$ cat src/rtl/conv2_frame_ctrl_if.sv
// Datapath bundle between conv2_frame_ctrl (master), the layer-1 feature-map RAM and conv2 (slave).
// RAM read port, pixel stream to conv2 and the tagged conv2 output strobe.
interface conv2_frame_ctrl_if #(
  parameter int CH = 8
);
  logic          fm_rd_en;
  logic [7:0]    fm_rd_addr;
  logic [CH-1:0] fm_rd_data;
  logic          conv_rst_n;
  logic [CH-1:0] pixel_out;
  logic          conv_valid;
  logic          out_valid;
  logic [3:0]    out_row;
  logic [3:0]    out_col;

  modport master (
    output fm_rd_en, fm_rd_addr, conv_rst_n, pixel_out, out_valid, out_row, out_col,
    input  fm_rd_data, conv_valid
  );

  modport slave (
    input  fm_rd_en, fm_rd_addr, conv_rst_n, pixel_out, out_valid, out_row, out_col,
    output fm_rd_data, conv_valid
  );
endinterface

$ cat src/rtl/conv2_frame_ctrl.sv
// Frame sequencer for conv2: clears the datapath, streams one feature map from RAM, tags and counts outputs.
// Define CONV2_FRAME_CTRL_PERF_EN to build the busy-cycle counter on perf_cycles; otherwise it reads 0.
module conv2_frame_ctrl #(
  parameter int WIDTH   = 13,
  parameter int HEIGHT  = 13,
  parameter int K       = 3,
  parameter int CH      = 8,
  parameter int TIMEOUT = 64
) (
  input  logic               clk,
  input  logic               rst,
  input  logic               start,
  output logic               busy,
  output logic               done,
  output logic               err,
  output logic [15:0]        perf_cycles,
  conv2_frame_ctrl_if.master bus
);
  localparam int NPIX  = WIDTH * HEIGHT;
  localparam int OUT_W = WIDTH - K + 1;
  localparam int NOUT  = OUT_W * (HEIGHT - K + 1);
  localparam int TMO_W = $clog2(TIMEOUT) + 1;

  localparam logic [7:0]       ADDR_LAST = 8'(NPIX - 1);
  localparam logic [6:0]       OUT_FULL  = 7'(NOUT);
  localparam logic [3:0]       COL_LAST  = 4'(OUT_W - 1);
  localparam logic [TMO_W-1:0] TMO_LAST  = TMO_W'(TIMEOUT - 1);

  typedef enum logic [2:0] {
    S_IDLE,
    S_CLEAR,
    S_FEED,
    S_DRAIN,
    S_DONE
  } state_t;

  state_t           state, state_nxt;
  logic [7:0]       addr_cnt;
  logic [6:0]       out_cnt, out_cnt_nxt;
  logic [TMO_W-1:0] tmo_cnt;
  logic [3:0]       row_cnt, col_cnt;
  logic             err_q, pix_vld, conv_en_q;
  logic             start_acc, rd_en, tracking, out_vld;
  logic             accept, excess, frame_full, tmo_hit, err_set;

  assign start_acc   = (state == S_IDLE) && start;
  assign rd_en       = (state == S_CLEAR) || (state == S_FEED);
  assign tracking    = (state == S_FEED) || (state == S_DRAIN);
  assign out_vld     = bus.conv_valid && tracking;
  assign accept      = out_vld && (out_cnt != OUT_FULL);
  assign excess      = out_vld && (out_cnt == OUT_FULL);
  assign out_cnt_nxt = out_cnt + {6'd0, accept};
  assign frame_full  = (out_cnt_nxt == OUT_FULL);
  // A strobe landing on the timeout edge is counted first; it can still complete the frame cleanly.
  assign tmo_hit     = (state == S_DRAIN) && (tmo_cnt == TMO_LAST);
  assign err_set     = excess || (tmo_hit && !frame_full);

  always_comb begin
    // NOTE: next state gets its default before the case, so no path can leave it unassigned and infer a latch.
    state_nxt = state;
    case (state)
      S_IDLE:  if (start) state_nxt = S_CLEAR;
      S_CLEAR: state_nxt = S_FEED;
      S_FEED:  if (addr_cnt == ADDR_LAST) state_nxt = S_DRAIN;
      S_DRAIN: if (frame_full || tmo_hit) state_nxt = S_DONE;
      S_DONE:  state_nxt = S_IDLE;
      default: state_nxt = S_IDLE;
    endcase
  end

  // NOTE: all registers use <= so each one samples the pre-edge value of the others.
  always_ff @(posedge clk) begin
    if (rst) begin
      state     <= S_IDLE;
      addr_cnt  <= '0;
      out_cnt   <= '0;
      row_cnt   <= '0;
      col_cnt   <= '0;
      tmo_cnt   <= '0;
      err_q     <= 1'b0;
      pix_vld   <= 1'b0;
      conv_en_q <= 1'b0;
    end else begin
      state     <= state_nxt;
      pix_vld   <= rd_en;
      conv_en_q <= 1'b1;
      if (start_acc) begin
        addr_cnt <= '0;
        out_cnt  <= '0;
        row_cnt  <= '0;
        col_cnt  <= '0;
        tmo_cnt  <= '0;
        err_q    <= 1'b0;
      end else begin
        if (rd_en && (addr_cnt != ADDR_LAST)) addr_cnt <= addr_cnt + 8'd1;
        if (accept) begin
          out_cnt <= out_cnt_nxt;
          if (col_cnt == COL_LAST) begin
            col_cnt <= '0;
            row_cnt <= row_cnt + 4'd1;
          end else begin
            col_cnt <= col_cnt + 4'd1;
          end
        end
        if (state == S_DRAIN) tmo_cnt <= tmo_cnt + 1'b1;
        if (err_set) err_q <= 1'b1;
      end
    end
  end

`ifdef CONV2_FRAME_CTRL_PERF_EN
  logic [15:0] perf_q;

  always_ff @(posedge clk) begin
    if (rst) begin
      perf_q <= '0;
    end else if (start_acc) begin
      perf_q <= '0;
    end else if (busy && (perf_q != 16'hFFFF)) begin
      perf_q <= perf_q + 16'd1;
    end
  end

  assign perf_cycles = perf_q;
`else
  assign perf_cycles = '0;
`endif

  assign busy           = (state != S_IDLE);
  assign done           = (state == S_DONE);
  assign err            = err_q;
  assign bus.fm_rd_en   = rd_en;
  assign bus.fm_rd_addr = rd_en ? addr_cnt : 8'd0;
  // Held low through reset and for the single CLEAR cycle of each frame.
  assign bus.conv_rst_n = conv_en_q && (state != S_CLEAR);
  assign bus.pixel_out  = pix_vld ? bus.fm_rd_data : {CH{1'b0}};
  assign bus.out_valid  = out_vld;
  assign bus.out_row    = row_cnt;
  assign bus.out_col    = col_cnt;
endmodule
$ cat src/flat_wrapper.sv
// flat-port wrapper written by rule: the top's interface ports become plain ports
module conv2_frame_ctrl_flat 
#(
  parameter int WIDTH   = 13,
  parameter int HEIGHT  = 13,
  parameter int K       = 3,
  parameter int CH      = 8,
  parameter int TIMEOUT = 64
)
  (clk, rst, start, busy, done, err, perf_cycles, bus_fm_rd_en, bus_fm_rd_addr, bus_conv_rst_n, bus_pixel_out, bus_out_valid, bus_out_row, bus_out_col, bus_fm_rd_data, bus_conv_valid);
  conv2_frame_ctrl_if #(.CH(CH)) bus_i ();
  input  logic clk;
  input  logic rst;
  input  logic start;
  output logic busy;
  output logic done;
  output logic err;
  output logic [15:0] perf_cycles;
  output wire logic [$bits(bus_i.fm_rd_en)-1:0] bus_fm_rd_en;
  output wire logic [$bits(bus_i.fm_rd_addr)-1:0] bus_fm_rd_addr;
  output wire logic [$bits(bus_i.conv_rst_n)-1:0] bus_conv_rst_n;
  output wire logic [$bits(bus_i.pixel_out)-1:0] bus_pixel_out;
  output wire logic [$bits(bus_i.out_valid)-1:0] bus_out_valid;
  output wire logic [$bits(bus_i.out_row)-1:0] bus_out_row;
  output wire logic [$bits(bus_i.out_col)-1:0] bus_out_col;
  input wire logic [$bits(bus_i.fm_rd_data)-1:0] bus_fm_rd_data;
  input wire logic [$bits(bus_i.conv_valid)-1:0] bus_conv_valid;
  assign bus_fm_rd_en = bus_i.fm_rd_en;
  assign bus_fm_rd_addr = bus_i.fm_rd_addr;
  assign bus_conv_rst_n = bus_i.conv_rst_n;
  assign bus_pixel_out = bus_i.pixel_out;
  assign bus_out_valid = bus_i.out_valid;
  assign bus_out_row = bus_i.out_row;
  assign bus_out_col = bus_i.out_col;
  assign bus_i.fm_rd_data = bus_fm_rd_data;
  assign bus_i.conv_valid = bus_conv_valid;
  conv2_frame_ctrl #(.WIDTH(WIDTH), .HEIGHT(HEIGHT), .K(K), .CH(CH), .TIMEOUT(TIMEOUT)) u_core (.clk(clk), .rst(rst), .start(start), .busy(busy), .done(done), .err(err), .perf_cycles(perf_cycles), .bus(bus_i));
endmodule
$ cat config.mk
export PLATFORM = sky130hd
export DESIGN_NAME = conv2_frame_ctrl_flat
export DESIGN_NICKNAME = d
export VERILOG_FILES = /design/src/rtl/conv2_frame_ctrl_if.sv /design/src/rtl/conv2_frame_ctrl.sv /design/src/flat_wrapper.sv
export SDC_FILE = /design/constraint.sdc
export NUM_CORES = 1
export LEC_CHECK = 0
export ABC_AREA = 1
export BUFFER_PORTS_ARGS = -buffer_cell sky130_fd_sc_hd__buf_2
export CORE_MARGIN = 2
export CORE_UTILIZATION = 25
export CTS_CLUSTER_SIZE = 24
export DETAILED_ROUTE_END_ITERATION = 16
export PLACE_DENSITY = 0.45
export SLEW_MARGIN = 20
export SYNTH_ARGS = -nofsm -noshare
export SYNTH_HDL_FRONTEND = slang
export SYNTH_SLANG_ARGS = --single-unit
export TNS_END_PERCENT = 1
$ cat constraint.sdc
create_clock -name clk -period 2.05 [get_ports clk]
set_input_delay 0.205 -clock clk [delete_from_list [all_inputs] [get_ports clk]]
set_output_delay 0.205 -clock clk [all_outputs]
set_load 0.02 [all_outputs]
Word-level counts from Yosys, hierarchy flattened
Cells that the tools add are included.
{"block": "word_totals", "mem_bits_ro": 0, "ram_bits": 0, "reg_bits": 36, "n_memories": 0, "latchBits": 0, "out_inout_bits": 46}
{"block": "classes", "n_lt_le_gt_ge": 0, "n_mux": 8, "shifts": 0, "n_eq_ne": 15, "n_reduce_logical": 18, "n_bitwise": 0, "n_div": 0, "multipliers": 0, "addsub": 5}
{"cell": "two-way mux 8 bit", "count": 2}
{"cell": "== test 7 bit, second input constant", "count": 2}
{"cell": "case mux 3 bit (4 select lines)", "count": 1}
{"cell": "two-way mux 3 bit", "count": 3}
{"cell": "adder 4 x 1 -> 4 bit, second input constant", "count": 2}
{"cell": "adder 8 x 1 -> 8 bit, second input constant", "count": 1}
{"cell": "== test 8 bit, second input constant", "count": 1}
{"cell": "logical AND 1 bit", "count": 8}
{"cell": "!= test 8 bit, second input constant", "count": 1}
{"cell": "adder 7 x 1 -> 7 bit", "count": 1}
{"cell": "adder 7 x 1 -> 7 bit, second input constant", "count": 1}
{"cell": "== test 7 x 6 -> 1 bit, second input constant", "count": 1}
{"cell": "!= test 7 bit, second input constant", "count": 1}
{"cell": "== test 3 x 2 -> 1 bit, second input constant", "count": 2}
{"cell": "!= test 2 bit, second input constant", "count": 3}
{"cell": "== test 4 bit, second input constant", "count": 1}
{"cell": "logical OR 1 bit", "count": 4}
{"cell": "two-way mux 4 bit", "count": 1}
{"cell": "== test 3 x 1 -> 1 bit, second input constant", "count": 1}
{"cell": "== test 3 bit, second input constant", "count": 1}
{"cell": "logical NOT 3 bit", "count": 1}
{"cell": "!= test 3 x 1 -> 1 bit, second input constant", "count": 1}
{"cell": "AND reduction 3 bit", "count": 1}
{"cell": "nonzero test 3 bit", "count": 1}
{"cell": "other kinds (4)", "count": 4}

Depth between registers and ports, before layout
Gate-level depths: netlist (run 1).
{"block": "logic_depth", "word_depth": 9, "depth_mapped": 18, "ltp_nobuf": 17}

Worst setup path after synthesis (run 1)
Ideal clock, no wire load.
{"block": "synth_path", "path_kind": "register -> register", "startpoint": "register u_core.out_cnt[2]", "endpoint": "register u_core.state[1]", "setup_ps": 109, "slack_ps": -53, "synth_period_minus_slack_ps": 2103, "t_arrival_ps": 1994, "stages_incl_launch_ff": 19, "cell_sequence": "dfxtp_1 > buf_4 > nor3_2 > nand2_1 > nand2_2 > inv_2 > buf_6 > ha_1 > ha_1 > nand3_1 > nand2_1 > nand2_1 > nand2_1 > nor2_1 > nand2_1 > nand2_1 > nand3_1 > nand2_1 > inv_1"}
{"block": "synth_via", "elab_chain_len": 7}
{"element": "start: declaration", "line": "conv2_frame_ctrl.sv:39", "source": "logic [6:0] out_cnt, out_cnt_nxt;"}
{"element": "start signal: assignment", "line": "conv2_frame_ctrl.sv:97", "source": "out_cnt <= out_cnt_nxt;"}
{"element": "!= test 7 bit", "line": "conv2_frame_ctrl.sv:50", "source": "assign accept = out_vld && (out_cnt != OUT_FULL);"}
{"element": "logical AND 1 bit", "line": "conv2_frame_ctrl.sv:50"}
{"element": "named net u_core.accept", "line": "conv2_frame_ctrl.sv:44", "source": "logic accept, excess, frame_full, tmo_hit, err_set;"}
{"element": "adder 7 x 1 -> 7 bit", "line": "conv2_frame_ctrl.sv:52", "source": "assign out_cnt_nxt = out_cnt + {6'd0, accept};"}
{"element": "== test 7 bit", "line": "conv2_frame_ctrl.sv:53", "source": "assign frame_full = (out_cnt_nxt == OUT_FULL);"}
{"element": "logical OR 1 bit", "line": "conv2_frame_ctrl.sv:65", "source": "S_DRAIN: if (frame_full || tmo_hit) state_nxt = S_DONE;"}
{"element": "!= test 2 bit (no source line)"}
{"element": "AND reduction 3 bit (no source line)"}
{"element": "end signal: assignment", "line": "conv2_frame_ctrl.sv:84", "source": "state <= state_nxt;"}
{"element": "end: declaration", "line": "conv2_frame_ctrl.sv:37", "source": "state_t state, state_nxt;"}
The timed path passes the listed nets, and every way through them passes these cells.
A chain may end at the register's enable or synchronous reset.

Final worst setup path (run 1)
{"block": "layout_path", "startpoint": "register u_core.out_cnt[0]", "endpoint": "register u_core.state[1]"}
{"block": "layout_via", "elab_chain_len": 7}
{"element": "!= test 7 bit", "line": "conv2_frame_ctrl.sv:50"}
{"element": "logical AND 1 bit", "line": "conv2_frame_ctrl.sv:50"}
{"element": "adder 7 x 1 -> 7 bit (*)", "line": "conv2_frame_ctrl.sv:52"}
{"element": "== test 7 bit (*)", "line": "conv2_frame_ctrl.sv:53"}
{"element": "logical OR 1 bit (*)", "line": "conv2_frame_ctrl.sv:65"}
{"element": "!= test 2 bit (no source line) (*)"}
{"element": "AND reduction 3 bit (no source line) (*)"}
Every way passes the cells marked *; elsewhere a longest branch is shown, timed or not.

==> results.txt, run 1 <==
- The root buffer cell chosen for the clock tree is clkbuf_8.
- In this run the static leakage power is 1.20 nW.
* Vias in the first global route: 1630
- Worst Hold Class: in -> reg
* Maximum number of pins on one net before global-route repair: 20
- Dividing total power by cell area gives a power density of 962 nW/um^2.
- The most numerous cell type found on the critical path is nand2_1.
- Cell breakdown of the critical path: inv_1 -> nor3_2 -> nand2_1 -> nand2_2 -> inv_2 -> ha_4 -> ha_4 -> nand3_2 -> nand2_1 -> nand2_1 -> nand2_1 -> nor2_1 -> nand2_1 -> nand2_2 -> nand3_2 -> nand2_1 -> inv_1
* TritonRoute pass-1 iters: 4
* Worst Hold Slack: 113 ps
- Worst reg-to-reg setup slack: 90 ps
* Fraction of the yosys area taken by sequential cells: 34.7%
- After detailed placement, the total cell area comes to 2390 sq um.
- Clock net sink count: 36
- Dividing the detail-routed wire length by the instance count gives 10.5 um.
- Counting every instance in the synthesized netlist gives 297.
- Capturing point of the worst reg2reg path: u_core.state[1]$_SDFFE_PP0P_
- Sorting the synthesized cells by how often they occur yields 57 x nand2_1, 40 x inv_1, 36 x dfxtp_1.
- Fraction of layout cells with a size suffix above 1: 30.1%
- Max stage delay on crit path: 330 ps
- STA puts the critical path data arrival time at 2140 ps.
* Share of Yosys cell area claimed by the top area cell type: 34.7%
- Yosys top cell by area: dfxtp_1
- The flow ran to the end, and the final reports show no timing, DRC or antenna violations.
* Violation count after the first detailed-routing iteration: 77
- For the final database, setup skew stands at 5.73 ps.
* Max Cap Viol: 0
* Starting Density: 25.5%
- Data required, critical path: 2230 ps
- For this block, wires on met1 add up to 2300 um.
* Number of synthesized register bits: 36
- The routed design has 4820 um of wire.
* Fin nets: 372
- Summed over all layers, the global routing overflow is 0.
- Sum of negative setup slack: 0 ps
- The startpoint identified for the worst hold timing path is rst.
* Estimated wirelength of the detail-placed design: 3500 um
* Dominant cells by area after synthesis: dfxtp_1 35%, nand2_1 10%, inv_1 7.2%, buf_4 6.5%, a21oi_1 5.8%
- After detailed routing, the number of vias per cell comes to 4.18.
- For the worst-skew pair, the clock arrives at the later sink with an insertion delay of 280 ps.
- Once layout is done, the placed cells without fillers occupy 2600 sq um.
- Area overhead of the layout relative to synthesis: 25.4%
- Endpoint class of the critical path: flip-flop
- Placeable core region: 8130 sq um
- Number of buffers and inverters on the critical path: 3
- Setup violations remaining at the end of the flow were counted as 0.
- The critical path is of the reg -> reg type.
* Global router's overall resource usage: 10.7%
- 0 antenna diodes ended up in the layout.
- Std-Cell Rows: 33
* Initial antenna violation count: 0
- The kind of cell with the highest combined delay along the critical path is simple AND/OR/NAND/NOR gates.
- Beginning of the worst register-to-register path: u_core.out_cnt[0]$_SDFFE_PP0P_
- Highest fanout seen on the critical path: 4
- For this design, the slowest cell found on the critical path is dfxtp_2.
- Setup repair after global routing could not meet its margin everywhere.
- Counting the fill cells in the layout gives 896.
- Maximum ir drop on the vdd rail: 0.278 mV
- Counting the buffers created by CTS gives 5.
- The first global-routing pass estimated 7560 um of wire.
* Most common cell in the netlist: nand2_1
* Die extent in y: 95.2 um
- Count of flip-flops with a built-in enable after synthesis: 0
- Number of cells in the design after placement: 447
- Worst hold path depth: 2
- The mapped netlist covers 2080 sq um.
- Upper clock frequency limit: 0.511 GHz
- No sink is reached through more buffers than the 2 on the longest clock path.
- Port buffering added 41 buffers.
- After clock tree synthesis, the flow added hold-fix buffers numbering 0.
- Count of warnings emitted by yosys: 0
- I/O pins: 58
- Final number of max-transition violations: 0
* Final critical-path share of the clock period: 95.5%
- For hold timing, the worst endpoint is u_core.state[2]$_SDFFE_PP0P_.
- Proportion of synthesized flip-flops having asynchronous set or reset: 0%
* Total die area: 9050 sq um
- Top sig layer: met4
* Mean instance size in the synthesized netlist: 6.99 sq um
- Routability-driven placement finished with a final weighted congestion of 0.842.
- After synthesis, the netlist uses 33 different library cells.
- Clock tree from TritonCTS: built
- ANT nets after route: 0
* Clock period minus worst slack: 1960 ps
- CTS built an H-tree with a depth of 2.
- Worst Reg-to-Reg Cells: 17
* Post-detailed-route DRC marker count: 0
- For this run, the leading register cell type out of synthesis is dfxtp_1.
- Wire segments on met2 add up to 2320 um in the final route.
- Wire length on met3: 163 um
- The detailed router placed 1923 vias in this run.
* Die width: 95.2 um
* Clock transition at the registers of the reported paths: 80 ps
- Element type at the critical path start: flip-flop
- The count of final hold-check violations was 0.
* Non-filler cells, final: 460
- The completed layout was analyzed and its total power is 0.00251 W.
-- metrics by stage --
stage / setup WS (ps) / util, %
after CTS: 2.75 / 30.8
after floorplan: 7.16 / -
after global routing: -43.2 / 32.0
final: 92.4 / 32.0
after detailed placement: 16.7 / 29.4
after global placement: 7.89 / 29.4
-- timing repair --
item                       in CTS  in global routing
hold endpoints to repair        0                  0
pin swaps                       0                 11
setup buffers                   0                  5
setup endpoints to repair       1                  4
gates resized for setup         1                 15
-- sequential cells by signal, summed over array words and instances (netlist names) --
register            count
u_core.tmo_cnt          7
u_core.conv_en_q        1
u_core.err              1
u_core.bus.out_col      4
u_core.bus.out_row      4
u_core.state            3
u_core.pix_vld          1
u_core.addr_cnt         8
u_core.out_cnt          7
-- cells by family after synthesis --
logic type | share of synthesized area (%)
AO/OA/AOI/OAI | 13.6
XOR/XNOR | 2.53
adder cells (fa/ha/maj) | 3.61
buffers and inverters | 17.2
flip-flops | 34.7
other | 0.181
AND/OR/NAND/NOR | 28.2
-- layout by cell type, fill, tap and decap left out, types with 9 or more instances in the layout --
master / Yosys / final
buf_2: 1 / 41
dfxtp_1: 36 / 30
nor2_1: 28 / 28
o21ai_1: 9 / 9
o21ai_0: 9 / 9
buf_4: 18 / 16
a21oi_1: 24 / 24
inv_2: 9 / 9
conb_1: 1 / 16
inv_1: 40 / 40
nand2_1: 57 / 55
nand3_1: 13 / 10
-- how the worst max path moves through the flow --
stage                                               from                           end  slack [ps]  depth (start not counted)
final                     u_core.out_cnt[0]$_SDFFE_PP0P_  u_core.state[1]$_SDFFE_PP0P_          90                         17
after global routing        u_core.state[2]$_SDFFE_PP0P_  u_core.state[1]$_SDFFE_PP0P_         -40                         16
after CTS                 u_core.out_cnt[5]$_SDFFE_PP0P_  u_core.state[1]$_SDFFE_PP0P_           3                         17
after detailed placement  u_core.out_cnt[5]$_SDFFE_PP0P_  u_core.state[1]$_SDFFE_PP0P_          20                         15
after global placement    u_core.out_cnt[5]$_SDFFE_PP0P_  u_core.state[1]$_SDFFE_PP0P_           8                         15
after floorplan             u_core.state[1]$_SDFFE_PP0P_  u_core.state[1]$_SDFFE_PP0P_           7                         16
-- where the power goes --
| part | total (W) | internal (W) | switching [W] |
|---|---|---|---|
| logic | 0.00103 | 0.000332 | 0.000703 |
| clock network | 0.000618 | 0.000361 | 0.000257 |
| registers | 0.000852 | 0.000780 | 0.0000724 |
-- metal layers --
layer	GRT usage, %	vias to the layer above
met5	0	-
met4	3.99	0
met3	2.45	2
met2	17.3	42
met1	13.9	860
li1	-	1019
-- final cells by class --
cell class                 count  area (sq um)  area share (%)
multi-input combinational    204          1120            43.1
sequential                    36           728            28.0
timing repair buffer          57           325            12.5
inverter                      50           190            7.30
tap                          105           131            5.05
clock buffer                   6          72.6            2.79
clock inverter                 2          35.0            1.35
Power figures use the tool's default switching activity.
==> inputs of run 2 (changes only) <==
- RECOVER_POWER: default -> 50
- REMOVE_ABC_BUFFERS: default -> 1
==> run 2 against run 1 <==
  * Clock skew is 1.1 ps higher
  * Count of clock-buffer cells in the layout stayed put
  * First-iteration DRC count is 30% lower
  * Largest power group unchanged
  * Sequential share of layout area is 0.63 points higher
  * Clock power is 15% lower
  * Sequential power is 0.5% higher
  * Wire length is 3.3% lower
  * Critical path type unchanged
==> results.txt, run 2 (same netlist as run 1, synthesis figures left out) <==
- The run finished with clean final reports.
* Area overhead of the layout relative to synthesis: 22.0%
- Final weighted congestion in routability-driven placement: 0.871 (+3.5%)
- Worst setup path category: reg -> reg
- The die height came to 95.2 um (unchanged).
- The number of antenna violations at the first check in global routing is 0 (unchanged).
- Storage element area: 724 sq um (-0.52%)
- Violation count after the first detailed-routing iteration: 54 (-30%)
- The remaining number of nets flagged by the antenna check after routing is 0 (unchanged).
- PortBufs: 41 (unchanged)
* Placeable core region: 8130 sq um (unchanged)
- The static leakage is 1.10 nW (-8.2%).
- The count of final hold-check violations is 0 (unchanged).
* Number of vias per cell: 4.20 (+0.57%)
* Post-detailed-route DRC marker count: 0 (unchanged)
- Register bank with the most flops: u_core.addr_cnt
- The setup violation total in the final timing report came to 0 (unchanged).
- Data required, critical path: 2240 ps (about the same)
- The clock latency on the worst-skew pair came to 280 ps (about the same).
- Worst slew slack as a fraction of its limit: 48.7%
* Total die area: 9050 sq um (unchanged)
- Routed length per placed instance: 10.1 um (-3.3%)
* Starting Density: 25.5% (unchanged)
- Vias in the first global route: 1744 (+7.0%)
- Clock tree from TritonCTS: built
- Sum of negative setup slack: 0 ps (unchanged)
* Power density over cell area: 927 nW/um^2 (-3.7%)
- Clock period minus worst slack: 1920 ps (-38.5 ps)
- Area of combinational cells with multiple inputs: 1090 sq um (-2.3%)
* Most common cell after layout, fill and taps aside: nand2_1
* Std-Cell Rows: 33 (unchanged)
* Global route overflow: 0 (unchanged)
* Fill cell instance count of the final layout: 906 (+1.1%)
- The total vias in the final route came to 1934 (+0.57%).
* Slew at the pin with the worst max-slew slack: 765 ps
- Final number of max-transition violations: 0 (unchanged)
* Largest registers: u_core.addr_cnt: 8 flops, u_core.out_cnt: 7 flops, u_core.tmo_cnt: 7 flops
- Maximum ir drop on the vdd rail: 0.287 mV (+3.3%)
* Highest-count cells in the layout ignoring fill and taps: 56 x nand2_1, 40 x inv_1, 33 x dfxtp_1
* Max Cap Viol: 0 (unchanged)
- The highest attainable clock frequency came to 0.521 GHz (+2.0%).
- In this run the most used layer during global routing was met2.
- The min-delay analysis places its worst path in the category in -> reg.
* Global router's overall resource usage: 10.9% (+0.22 points)
* Element type at the critical path start: flip-flop
- DP Area: 2410 sq um (+0.73%)
- The deepest clock path buffer count was 2 (unchanged).
- The worst setup path is captured at a flip-flop.
- The number of nets in the finished design came to 372 (unchanged).
- The flip-flop count of the largest register, all copies and words added was 8 (unchanged).
- The half-perimeter wire length of the detailed placement result was 3530 um (+0.80%).
- The largest net degree at the start of global routing is 20 (unchanged).
- The global-route wire length before repair is 7800 um (+3.1%).
- Final critical-path share of the clock period: 93.6% (-1.9 points)
* Global Route met2 Usage: 17.4% (+0.18 points)
- The global routing usage on met1 came to 13.7% (-0.13 points).
* Number of antenna repair diodes: 0 (unchanged)
- The number of buffers added by the clock tree synthesis step was 5 (unchanged).
* Level count of the clock H-tree: 2 (unchanged)
- Clock transition at the registers of the reported paths: 80 ps (about the same)
- Max Clock Skew: 6.81 ps (+1.08 ps)
* Clock net sink count: 36 (unchanged)
- The cell sitting at the root of the clock tree is a clkbuf_8.
- The share of cells above drive strength 1 was 23.1% (-7.0 points).
- Hold bufs inserted after CTS: 0 (unchanged)
- Total Power Consumption: 0.00235 W (-6.2%)
- Sum of routed wire length over all layers: 4660 um (-3.3%)
* Die width: 95.2 um (unchanged)
- The end-of-flow core utilization is 31.1% (-0.86 points).
- Arrival time of the worst setup path: 2110 ps (-30 ps)
- The met3 global-route usage was 2.85% (+0.40 points).
* TritonRoute pass-1 iters: 4 (unchanged)
- Highest fanout seen on the critical path: 4 (unchanged)
- The number of top-level pins is 58 (unchanged).
* Final design instance area without fill: 2530 sq um (-2.7%)
## run 2: changes by cell type in the layout (fill, tap and decap cells not counted), sizes merged
cell    delta
buf       -20
bufinv     -1
clkbuf    +20
clkinv     +1
## run 2: report_power, final
part | switching (W) | internal [W] | total [W]
combinational | 0.000668 | 0.000297 | 0.000965
sequential | 0.0000779 | 0.000779 | 0.000856
clock | 0.000259 | 0.000268 | 0.000527
## run 2: worst paths after layout
path | slack, ps | depth (start not counted) | end | from
setup reg to reg | 130 | 17 | u_core.state[1]$_SDFFE_PP0P_ | u_core.out_cnt[5]$_SDFFE_PP0P_
hold / removal | 120 | 2 | u_core.state[2]$_SDFFE_PP0P_ | rst
hold reg to reg | 470 | 2 | u_core.addr_cnt[7]$_SDFFE_PP0P_ | u_core.addr_cnt[7]$_SDFFE_PP0P_
setup / recovery | 130 | 17 | u_core.state[1]$_SDFFE_PP0P_ | u_core.out_cnt[5]$_SDFFE_PP0P_
## run 2: worst max-delay path: stages, from the launching register on
cell and delay, ps:
dfxtp_2 360, nand2_2 70, nor3_2 140, nand2_1 100, nand2_2 100, inv_2 50
ha_4 160, buf_4 130, nand3_2 80, nor2_1 50, nand2_1 60, nand2_1 90
nor2_1 110, nand2_1 90, nand2_2 80, nand3_1 60, nand2_1 60, inv_1 30
## run 2: metal layers
| layer | wire length, um | up-vias | part of all wire (%) |
|---|---|---|---|
| met1 | 2170 | 855 | 46 |
| met2 | 2190 | 50 | 47 |
| met3 | 207 | 8 | 4.4 |
| li1 | - | 1021 | - |
| met4 | 100 | 0 | 2.1 |
| met5 | 0 | - | 0 |
## run 2: layout make-up
class,instances,area share (%)
Clock buffer,6,3.26
Clock inverter,2,0.395
Inverter,50,7.51
Multi-Input combinational cell,204,43.2
Sequential cell,36,28.6
Tap cell,105,5.19
Timing Repair Buffer,57,11.9
## run 2: what timing repair did
action                                  CTS  global route
endpoints found under the hold margin     0             0
pin swaps                                 1             7
gates resized for setup                   3            10
endpoints found under the setup margin    4             4
buffers inserted                          1             1
## run 2: metrics by stage
stage / hold WS, ps / instances / setup slack, ps
finish: 118 / 460 / 131
global route: 111 / 460 / -36.0
CTS: 113 / 459 / 19.8
detailed placement: 423 / 450 / -59.2
global placement: 428 / 450 / 8.88
floorplan: 277 / 290 / -109
